[src/rtl/instr_fetch_pkg.sv]
// Shared definitions for the picoMIPS instruction fetch stage:
// default field widths, instruction field positions and the FSM state encoding.
package instr_fetch_pkg;

    localparam int DEF_P_SIZE = 6;
    localparam int DEF_O_SIZE = 6;
    localparam int DEF_D_SIZE = 8;
    localparam int DEF_I_SIZE = DEF_O_SIZE + DEF_D_SIZE;

    // Opcode sits directly above the immediate in the instruction word.
    localparam int IMM_LSB = 0;
    localparam int OPC_LSB = DEF_D_SIZE;
    localparam int OPC_MSB = DEF_I_SIZE - 1;

    localparam logic [7:0] WAIT_MAX = 8'd255;

    typedef enum logic [1:0] {
        ST_IDLE  = 2'd0,
        ST_FETCH = 2'd1,
        ST_EXEC  = 2'd2,
        ST_HALT  = 2'd3
    } state_t;

    function automatic logic [7:0] wait_next(input logic [7:0] cur);
        return (cur == WAIT_MAX) ? cur : cur + 8'd1;
    endfunction

endpackage

[src/rtl/instr_fetch_if.sv]
// Fetch-to-ROM/decoder signal bundle; master is the fetch unit, slave is the
// ROM plus decoder side.
interface instr_fetch_if #(
    parameter int P_SIZE = 6,
    parameter int O_SIZE = 6,
    parameter int D_SIZE = 8
) ();
    localparam int I_SIZE = O_SIZE + D_SIZE;

    logic              PCincr;
    logic              branch;
    logic [I_SIZE-1:0] prog_data;
    logic [P_SIZE-1:0] prog_addr;
    logic [O_SIZE-1:0] opcode;
    logic [D_SIZE-1:0] imm_field;
    logic              instr_valid;
    logic              halted;
    logic [7:0]        wait_cycles;

    modport master (
        input  PCincr, branch, prog_data,
        output prog_addr, opcode, imm_field, instr_valid, halted, wait_cycles
    );

    modport slave (
        output PCincr, branch, prog_data,
        input  prog_addr, opcode, imm_field, instr_valid, halted, wait_cycles
    );
endinterface

[src/rtl/instr_fetch_pc_reg.sv]
// Program counter: holds, increments, or adds a sign-extended relative offset,
// all modulo 2^P_SIZE.
module instr_fetch_pc_reg #(
    parameter int P_SIZE = 6,
    parameter int D_SIZE = 8
) (
    input  logic              clk,
    input  logic              n_reset,
    input  logic              i_adv,
    input  logic              i_branch,
    input  logic [D_SIZE-1:0] i_offset,
    output logic [P_SIZE-1:0] o_pc
);
    logic [P_SIZE-1:0] r_pc;
    logic [P_SIZE-1:0] w_offset;

    // Sign-extends when P_SIZE > D_SIZE, keeps the low bits otherwise.
    assign w_offset = P_SIZE'($signed(i_offset));

    always_ff @(posedge clk or negedge n_reset) begin
        if (!n_reset) begin
            r_pc <= '0;
        end else if (i_adv) begin
            if (i_branch) r_pc <= r_pc + w_offset;
            else          r_pc <= r_pc + P_SIZE'(1);
        end
    end

    assign o_pc = r_pc;
endmodule

[src/rtl/instr_fetch.sv]
// picoMIPS fetch stage: sequences ROM reads into the instruction register,
// advances/branches the PC on PCincr and stops on the self-branch halt idiom.
//
//   state  | meaning
//   IDLE   | first cycle after reset, PC=0 already on the ROM address
//   FETCH  | ROM word for PC arriving; captured into IR at the next edge
//   EXEC   | IR valid, decoder working; PCincr/branch sampled each edge
//   HALT   | self-branch executed; everything frozen until reset
module instr_fetch
    import instr_fetch_pkg::*;
#(
    parameter int P_SIZE = DEF_P_SIZE,
    parameter int O_SIZE = DEF_O_SIZE,
    parameter int D_SIZE = DEF_D_SIZE
) (
    input  logic          clk,
    input  logic          n_reset,
    instr_fetch_if.master bus
);
    localparam int I_SIZE = O_SIZE + D_SIZE;

    state_t            r_state;
    logic [I_SIZE-1:0] r_ir;
    logic              r_instr_valid;
    logic              r_halted;
    logic [7:0]        r_wait;

    logic [P_SIZE-1:0] w_pc;
    logic [D_SIZE-1:0] w_imm;
    logic              w_exec_step;
    logic              w_self_branch;
    logic              w_pc_adv;

    assign w_imm         = r_ir[D_SIZE-1:0];
    assign w_exec_step   = (r_state == ST_EXEC) && bus.PCincr;
    assign w_self_branch = bus.branch && (w_imm == '0);
    assign w_pc_adv      = w_exec_step && !w_self_branch;

    instr_fetch_pc_reg #(
        .P_SIZE (P_SIZE),
        .D_SIZE (D_SIZE)
    ) u_pc_reg (
        .clk      (clk),
        .n_reset  (n_reset),
        .i_adv    (w_pc_adv),
        .i_branch (bus.branch),
        .i_offset (w_imm),
        .o_pc     (w_pc)
    );

    always_ff @(posedge clk or negedge n_reset) begin
        if (!n_reset) begin
            r_state       <= ST_IDLE;
            r_ir          <= '0;
            r_instr_valid <= 1'b0;
            r_halted      <= 1'b0;
            r_wait        <= '0;
        end else begin
            case (r_state)
                ST_IDLE: begin
                    r_state       <= ST_FETCH;
                    r_instr_valid <= 1'b0;
                end
                ST_FETCH: begin
                    r_ir          <= bus.prog_data;
                    r_state       <= ST_EXEC;
                    r_instr_valid <= 1'b1;
                end
                ST_EXEC: begin
                    if (!bus.PCincr) begin
                        r_wait <= wait_next(r_wait);
                    end else if (w_self_branch) begin
                        r_state       <= ST_HALT;
                        r_halted      <= 1'b1;
                        r_instr_valid <= 1'b0;
                    end else begin
                        r_wait        <= '0;
                        r_state       <= ST_FETCH;
                        r_instr_valid <= 1'b0;
                    end
                end
                ST_HALT: begin
                    r_instr_valid <= 1'b0;
                end
                default: begin
                    r_state       <= ST_IDLE;
                    r_instr_valid <= 1'b0;
                end
            endcase
        end
    end

    assign bus.prog_addr   = w_pc;
    assign bus.opcode      = r_ir[I_SIZE-1:D_SIZE];
    assign bus.imm_field   = w_imm;
    assign bus.instr_valid = r_instr_valid;
    assign bus.halted      = r_halted;
    assign bus.wait_cycles = r_wait;
endmodule

[src/flat_wrapper.sv]
// flat-port wrapper written by rule: the top's interface ports become plain ports
module instr_fetch_flat import instr_fetch_pkg::*;
#(
    parameter int P_SIZE = DEF_P_SIZE,
    parameter int O_SIZE = DEF_O_SIZE,
    parameter int D_SIZE = DEF_D_SIZE
)
  (clk, n_reset, bus_PCincr, bus_branch, bus_prog_data, bus_prog_addr, bus_opcode, bus_imm_field, bus_instr_valid, bus_halted, bus_wait_cycles);
  instr_fetch_if #(.P_SIZE(P_SIZE), .O_SIZE(O_SIZE), .D_SIZE(D_SIZE)) bus_i ();
  input  logic clk;
  input  logic n_reset;
  input wire logic [$bits(bus_i.PCincr)-1:0] bus_PCincr;
  input wire logic [$bits(bus_i.branch)-1:0] bus_branch;
  input wire logic [$bits(bus_i.prog_data)-1:0] bus_prog_data;
  output wire logic [$bits(bus_i.prog_addr)-1:0] bus_prog_addr;
  output wire logic [$bits(bus_i.opcode)-1:0] bus_opcode;
  output wire logic [$bits(bus_i.imm_field)-1:0] bus_imm_field;
  output wire logic [$bits(bus_i.instr_valid)-1:0] bus_instr_valid;
  output wire logic [$bits(bus_i.halted)-1:0] bus_halted;
  output wire logic [$bits(bus_i.wait_cycles)-1:0] bus_wait_cycles;
  assign bus_i.PCincr = bus_PCincr;
  assign bus_i.branch = bus_branch;
  assign bus_i.prog_data = bus_prog_data;
  assign bus_prog_addr = bus_i.prog_addr;
  assign bus_opcode = bus_i.opcode;
  assign bus_imm_field = bus_i.imm_field;
  assign bus_instr_valid = bus_i.instr_valid;
  assign bus_halted = bus_i.halted;
  assign bus_wait_cycles = bus_i.wait_cycles;
  instr_fetch #(.P_SIZE(P_SIZE), .O_SIZE(O_SIZE), .D_SIZE(D_SIZE)) u_core (.clk(clk), .n_reset(n_reset), .bus(bus_i));
endmodule
[config.mk]
export PLATFORM = sky130hd
export DESIGN_NAME = instr_fetch_flat
export DESIGN_NICKNAME = d
export VERILOG_FILES = /design/src/rtl/instr_fetch_pkg.sv /design/src/rtl/instr_fetch_if.sv /design/src/rtl/instr_fetch_pc_reg.sv /design/src/rtl/instr_fetch.sv /design/src/flat_wrapper.sv
export SDC_FILE = /design/constraint.sdc
export NUM_CORES = 1
export LEC_CHECK = 0
export ABC_AREA = 1
export CAP_MARGIN = 20
export CORE_MARGIN = 5
export CORE_UTILIZATION = 52
export DETAILED_ROUTE_END_ITERATION = 10
export PLACE_DENSITY = 0.82
export SYNTH_ARGS = -nofsm -noshare
export SYNTH_HDL_FRONTEND = slang
export SYNTH_SLANG_ARGS = --single-unit
[constraint.sdc]
create_clock -name clk -period 3.42 [get_ports clk]
set_input_delay 0.342 -clock clk [delete_from_list [all_inputs] [get_ports clk]]
set_output_delay 0.342 -clock clk [all_outputs]
set_load 0.005 [all_outputs]
==> results of run 1 <==
-- power by group through the flow --
stage	registers, uW	clock network, uW	logic (uW)
2_1_floorplan	658	0	459
3_3_place_gp	657	0	846
3_5_place_dp	663	0	865
4_1_cts	660	290	872
5_1_grt	681	307	973
6_report	660	283	857
-- Yosys cell counts (2+ instances only) --
cell	instances
nand2_1	106
dfrtp_1	32
inv_1	23
nor2_1	18
nand3_1	16
ha_1	10
o21ai_0	9
a21oi_1	6
inv_4	2
nor2_4	2
xor2_1	2
-- registers in the layout (all words and copies together), names as in the netlist --
signal	count
u_core.bus.instr_valid	1
u_core.bus.halted	1
u_core.r_ir	14
u_core.r_state	2
u_core.bus.wait_cycles	8
u_core.u_pc_reg.o_pc	6
-- routing by layer --
| layer | part of all wire | track usage | vias to the layer above |
|---|---|---|---|
| li1 | - | - | 841 |
| met1 | 0.43 | 0.2153 | 742 |
| met2 | 0.47 | 0.3048 | 44 |
| met3 | 0.084 | 0.08590 | 6 |
| met4 | 0.014 | 0.05596 | 0 |
| met5 | 0 | 0 | - |
-- worst max-delay path, cell delays in order --
cell,delay [ns]
clkdlybuf4s50_1,0.65
nand2_1,0.12
ha_1,0.24
fa_1,0.42
nand3_1,0.11
nand2_1,0.07
xor2_1,0.14
nand2_1,0.06
nand2_1,0.04
-- through the flow --
step | hold WS (ns) | setup slack [ns] | cells | power (uW)
after detailed placement | 0.4611 | 1.127 | 330 | 1528
after floorplan | 0.04641 | 1.791 | 240 | 1117
after global routing | 0.4118 | 1.364 | 338 | 1962
final | 0.3818 | 1.464 | 338 | 1800
after global placement | 0.4535 | 1.184 | 330 | 1503
after CTS | 0.3970 | 1.478 | 338 | 1822
-- path summary, 6_finish.rpt --
path / slack, ns / to / cells after the start
max: 1.46 / u_core.u_pc_reg.o_pc[4]$_DFFE_PN0P_ / 9
min: 0.38 / u_core.bus.wait_cycles[3]$_DFFE_PN0P_ / 2
max reg2reg: 1.66 / u_core.u_pc_reg.o_pc[4]$_DFFE_PN0P_ / 9
min reg2reg: 0.48 / u_core.r_ir[11]$_DFFE_PN0P_ / 2
max in group asynchronous: 2.73 / u_core.r_ir[11]$_DFFE_PN0P_ / 2
min in group clk: 0.48 / u_core.r_ir[11]$_DFFE_PN0P_ / 2
-- cell families (layout without fill, tap and decap cells) --
| kind of cell | count (synthesis) | in the layout |
|---|---|---|
| fa+ha+maj | 11 | 11 |
| flops | 32 | 32 |
| buf+inv | 30 | 82 |
| compound gates | 16 | 16 |
| xor+xnor | 3 | 3 |
| simple gates | 148 | 148 |
-- area by class of cell --
class | count | share of cell area
well taps | 46 | 0.02401
flip-flops and latches | 32 | 0.3340
inverters | 26 | 0.04280
clock inverters | 2 | 0.01461
multi-input cells | 178 | 0.3680
clock buffers | 6 | 0.01722
repair buffers | 48 | 0.1994
==> flow_summary.toml, run 1 <==
[critical_path]
worst_ep_required_time_ns = 3.65
crit_start = "bus_branch"
endpoint_kind = "register"
crit-reg2reg-launch = "u_core.r_ir[0]$_DFFE_PN0P_"
path_max_fanout = 8
crit_type = "in2reg"
cp_data_arrival_time_ns = 2.19
critPathLaunchType = "primary input"

[job]
maxCapViolations = 0

[drt]
drtIter0Drc = 114
wire_per_inst_um = 11.50
ant_nets = 0
dr.pass1.iters = 5
drcViolationCount = 0
vias = 1633
vias_per_cell = 4.831
wl_um = 3887

[layout]
nNetsFinal = 320
area_delta_synth_final_pct = 32.50
multi_input_area_sq_um = 882.1
drive_gt1_frac = 0.06164
fin_area_sq_um = 2397
final_common_cell = "nand2_1"
final_cell_mix = "nand2_1 (106), clkdlybuf4s50_1 (47), dfrtp_1 (32)"
antennaDiodeCount = 0
seqCellArea_sq_um = 800.8
fin_util = 0.7128
n_fill_cell = 288

[sta]
report.final.slew_viol_count = 0
clock-skew-final_ns = 0.008880
rsz0062_at_grt = "false"
hold_viol = 0
period_share = 0.5720
fin_tns_setup_ns = 0
tightest_slew_ns = 0.5904
fmax_ghz = 0.5112
report.final.setup_viol = 0
finalCriticalPeriod_ns = 1.956
slew-limit-headroom = 0.6064

[power]
intPower_uw = 1114
leakagePower_uw = 0.001224
p_clk_frac = 0.157
p_seq_frac = 0.367
switching_share = 0.3809
irDropWorstVdd_mv = 0.4662
p_switching_uw = 685.6
comb_power_share = 0.476
powerDensity_nw_per_um2 = 750.7

[worst_hold_path]
hp-class = "in2async"

[clock_tree]
cts_tree = "yes"
postCtsSetupBuffers = 0
clkSinkCount = 32
ctsHoldBuffers = 0
htreeDepth = 2
clock_latency_ns = 0.34
numCtsBuffers = 5
clk_path_buf_depth = 2
cts_root_buf = "clkbuf_4"
cts_resized = 0
clkTransAtPathRegs_ns = 0.10

[logic_synthesis]
syn_nets = 269
synth_cells = 240
synth_xor_area_frac = 0.01452
synth_top_family_by_area = "simple AND/OR/NAND/NOR gates"
ys_seq_area_frac = 0.4426
ys_types = 25
synthMuxAreaShare = 0
synth-adder-area-share = 0.08022
synth_edf_count = 0
synth_simple_gate_area_frac = 0.3472
synth_largest_area_cell = "dfrtp_1"
synth_compound_area_frac = 0.04564
yosysWarnings = 0
yosysTopAreaCellShare = 0.4426
syn_area_per_cell_sq_um = 7.538
synth-seq-cells = 32
netlist_area_sq_um = 1809
ys_async_sr_fraction = 1.000
ys_top_cells_by_area = "dfrtp_1 (44%), nand2_1 (22%), ha_1 (6.9%), inv_1 (4.8%), nand3_1 (4.4%)"
synth_ff_type = "dfrtp_1"

[floorplanning]
dieArea_sq_um = 4759
dieHeight_um = 68.99
die_w_um = 68.99
initial_core_util = 0.5379
core_region_area_sq_um = 3363
rows = 21
io_pins = 48

[global_route]
grt_usage = 0.1855
grt_pass1_vias = 1535
grt_pass1_wl_um = 6541
antenna_found_initial = 0
grt_max_degree = 33
grt_overflow = 0

[placement]
gp_congestion = 0.8691
port_buffers = 47
placed_area_sq_um = 2321
dpl.hpwl_um = 2895

[run_status]
status = "finished, final reports clean"
No activity file was read; power rests on OpenSTA's default activity.
==> run 2, diff against run 1 <==
Settings changed: CORE_UTILIZATION 52 to 48, PLACE_DENSITY 0.82 to 0.76.
Clock period 3.42 ns to 1.8 ns, I/O delays scaled along.
==> flow_summary.toml, run 2 (same netlist as run 1, synthesis figures left out) <==
[clock_tree]
clkSinkCount = 32
clk_path_buf_depth = 2
htreeDepth = 2
cts_root_buf = "clkbuf_8"
numCtsBuffers = 5
postCtsSetupBuffers = 0
clock_latency_ns = 0.29
clkTransAtPathRegs_ns = 0.07
cts_tree = "yes"
ctsHoldBuffers = 0
cts_resized = 0

[sta]
tightest_slew_ns = 0.4031
report.final.slew_viol_count = 0
period_share = 0.9177
fmax_ghz = 0.6053
fin_tns_setup_ns = 0
finalCriticalPeriod_ns = 1.652
clock-skew-final_ns = 0.01168
report.final.setup_viol = 0
hold_viol = 0
slew-limit-headroom = 0.7312
rsz0062_at_grt = "false"

[critical_path]
critical-path-slowest-cell = "fa_1"
cp_num_buf_inv = 1
path_max_fanout = 2
crit_family = "adder cells"
critPathMaxStageDelay_ns = 0.41
crit_type = "reg2reg"
worst_ep_required_time_ns = 1.99
cp_common_cell = "nand2_1"
critPathLaunchType = "register"
cp_data_arrival_time_ns = 1.84
endpoint_kind = "register"
crit_path_cell_trace = "inv_1 -> nand2_1 -> ha_1 -> fa_1 -> nand3_1 -> nand2_1 -> xor2_1 -> nand2_1 -> nand2_1"

[global_route]
grt_pass1_wl_um = 6817
grt_usage = 0.1703
grt_overflow = 0
grt_pass1_vias = 1574
antenna_found_initial = 0
grt_max_degree = 33

[power]
powerDensity_nw_per_um2 = 1486
finalPower_uw = 3708
irDropWorstVdd_mv = 0.9991
leakagePower_uw = 0.001276

[placement]
placed_area_sq_um = 2369
placedCellCount = 338
dpl.hpwl_um = 2970
gp_congestion = 0.8426
port_buffers = 47

[layout]
drive_gt1_frac = 0.08389
largest_reg_flops = 14
n_fill_cell = 311
final_cell_mix = "nand2_1 (106), clkdlybuf4s50_1 (47), dfrtp_1 (32)"
instances_no_fill = 346
multi_input_area_sq_um = 882.1
fin_area_sq_um = 2495
antennaDiodeCount = 0
seqCellArea_sq_um = 800.8
final_common_cell = "nand2_1"
nNetsFinal = 326
regMostFlops = "u_core.r_ir"
area_delta_synth_final_pct = 37.90

[drt]
vias = 1601
drtIter0Drc = 62
wl_um = 3918
ant_nets = 0
wire_per_inst_um = 11.32
drcViolationCount = 0
vias_per_cell = 4.627
dr.pass1.iters = 4

[run_status]
status = "finished, final reports clean"

[floorplanning]
initial_core_util = 0.4942
rows = 22
core_region_area_sq_um = 3661
dieHeight_um = 71.40
die_w_um = 71.40
dieArea_sq_um = 5097
io_pins = 48

[worst_hold_path]
hp-class = "in2async"

[job]
maxCapViolations = 0
-- run 2: final cells by class --
class	instances	area share
Inverter	26	0.04112
Clock inverter	1	0.01204
Clock buffer	7	0.03862
Timing Repair Buffer	54	0.2096
Sequential cell	32	0.3210
Tap cell	48	0.02407
Multi-Input combinational cell	178	0.3536
-- run 2: routing by layer --
| metal | share of wire | track usage |
|---|---|---|
| met3 | 0.086 | 0.07714 |
| met4 | 0.016 | 0.06263 |
| met2 | 0.45 | 0.2755 |
| met5 | 0 | 0 |
| met1 | 0.45 | 0.1984 |
-- run 2: final timing paths --
kind,start,to,slack [ns],cells past startpoint
setup / recovery,u_core.r_ir[0]$_DFFE_PN0P_,u_core.u_pc_reg.o_pc[4]$_DFFE_PN0P_,0.15,9
hold / removal,n_reset,u_core.u_pc_reg.o_pc[3]$_DFFE_PN0P_,0.29,2
setup reg to reg,u_core.r_ir[0]$_DFFE_PN0P_,u_core.u_pc_reg.o_pc[4]$_DFFE_PN0P_,0.15,9
hold reg to reg,u_core.r_ir[9]$_DFFE_PN0P_,u_core.r_ir[9]$_DFFE_PN0P_,0.47,2
max in group asynchronous,n_reset,u_core.bus.wait_cycles[6]$_DFFE_PN0P_,1.22,2
min in group clk,bus_prog_data[11],u_core.r_ir[11]$_DFFE_PN0P_,0.43,3
-- run 2: through the flow --
step / util / hold slack (ns) / setup slack (ns)
after detailed placement: 0.6470 / 0.4574 / -0.06785
after CTS: 0.6815 / 0.2968 / 0.1415
after floorplan: - / -0.1156 / 0.1715
final: 0.6815 / 0.2856 / 0.1481
after global placement: 0.6470 / 0.4541 / -0.02560
after global routing: 0.6815 / 0.3307 / 0.02917
-- run 2: power breakdown --
part / switching (uW) / internal, uW / total (uW)
combinational: 817 / 881 / 1700
clock: 275 / 488 / 764
sequential: 244 / 1000 / 1250
total: 1340 / 2370 / 3710
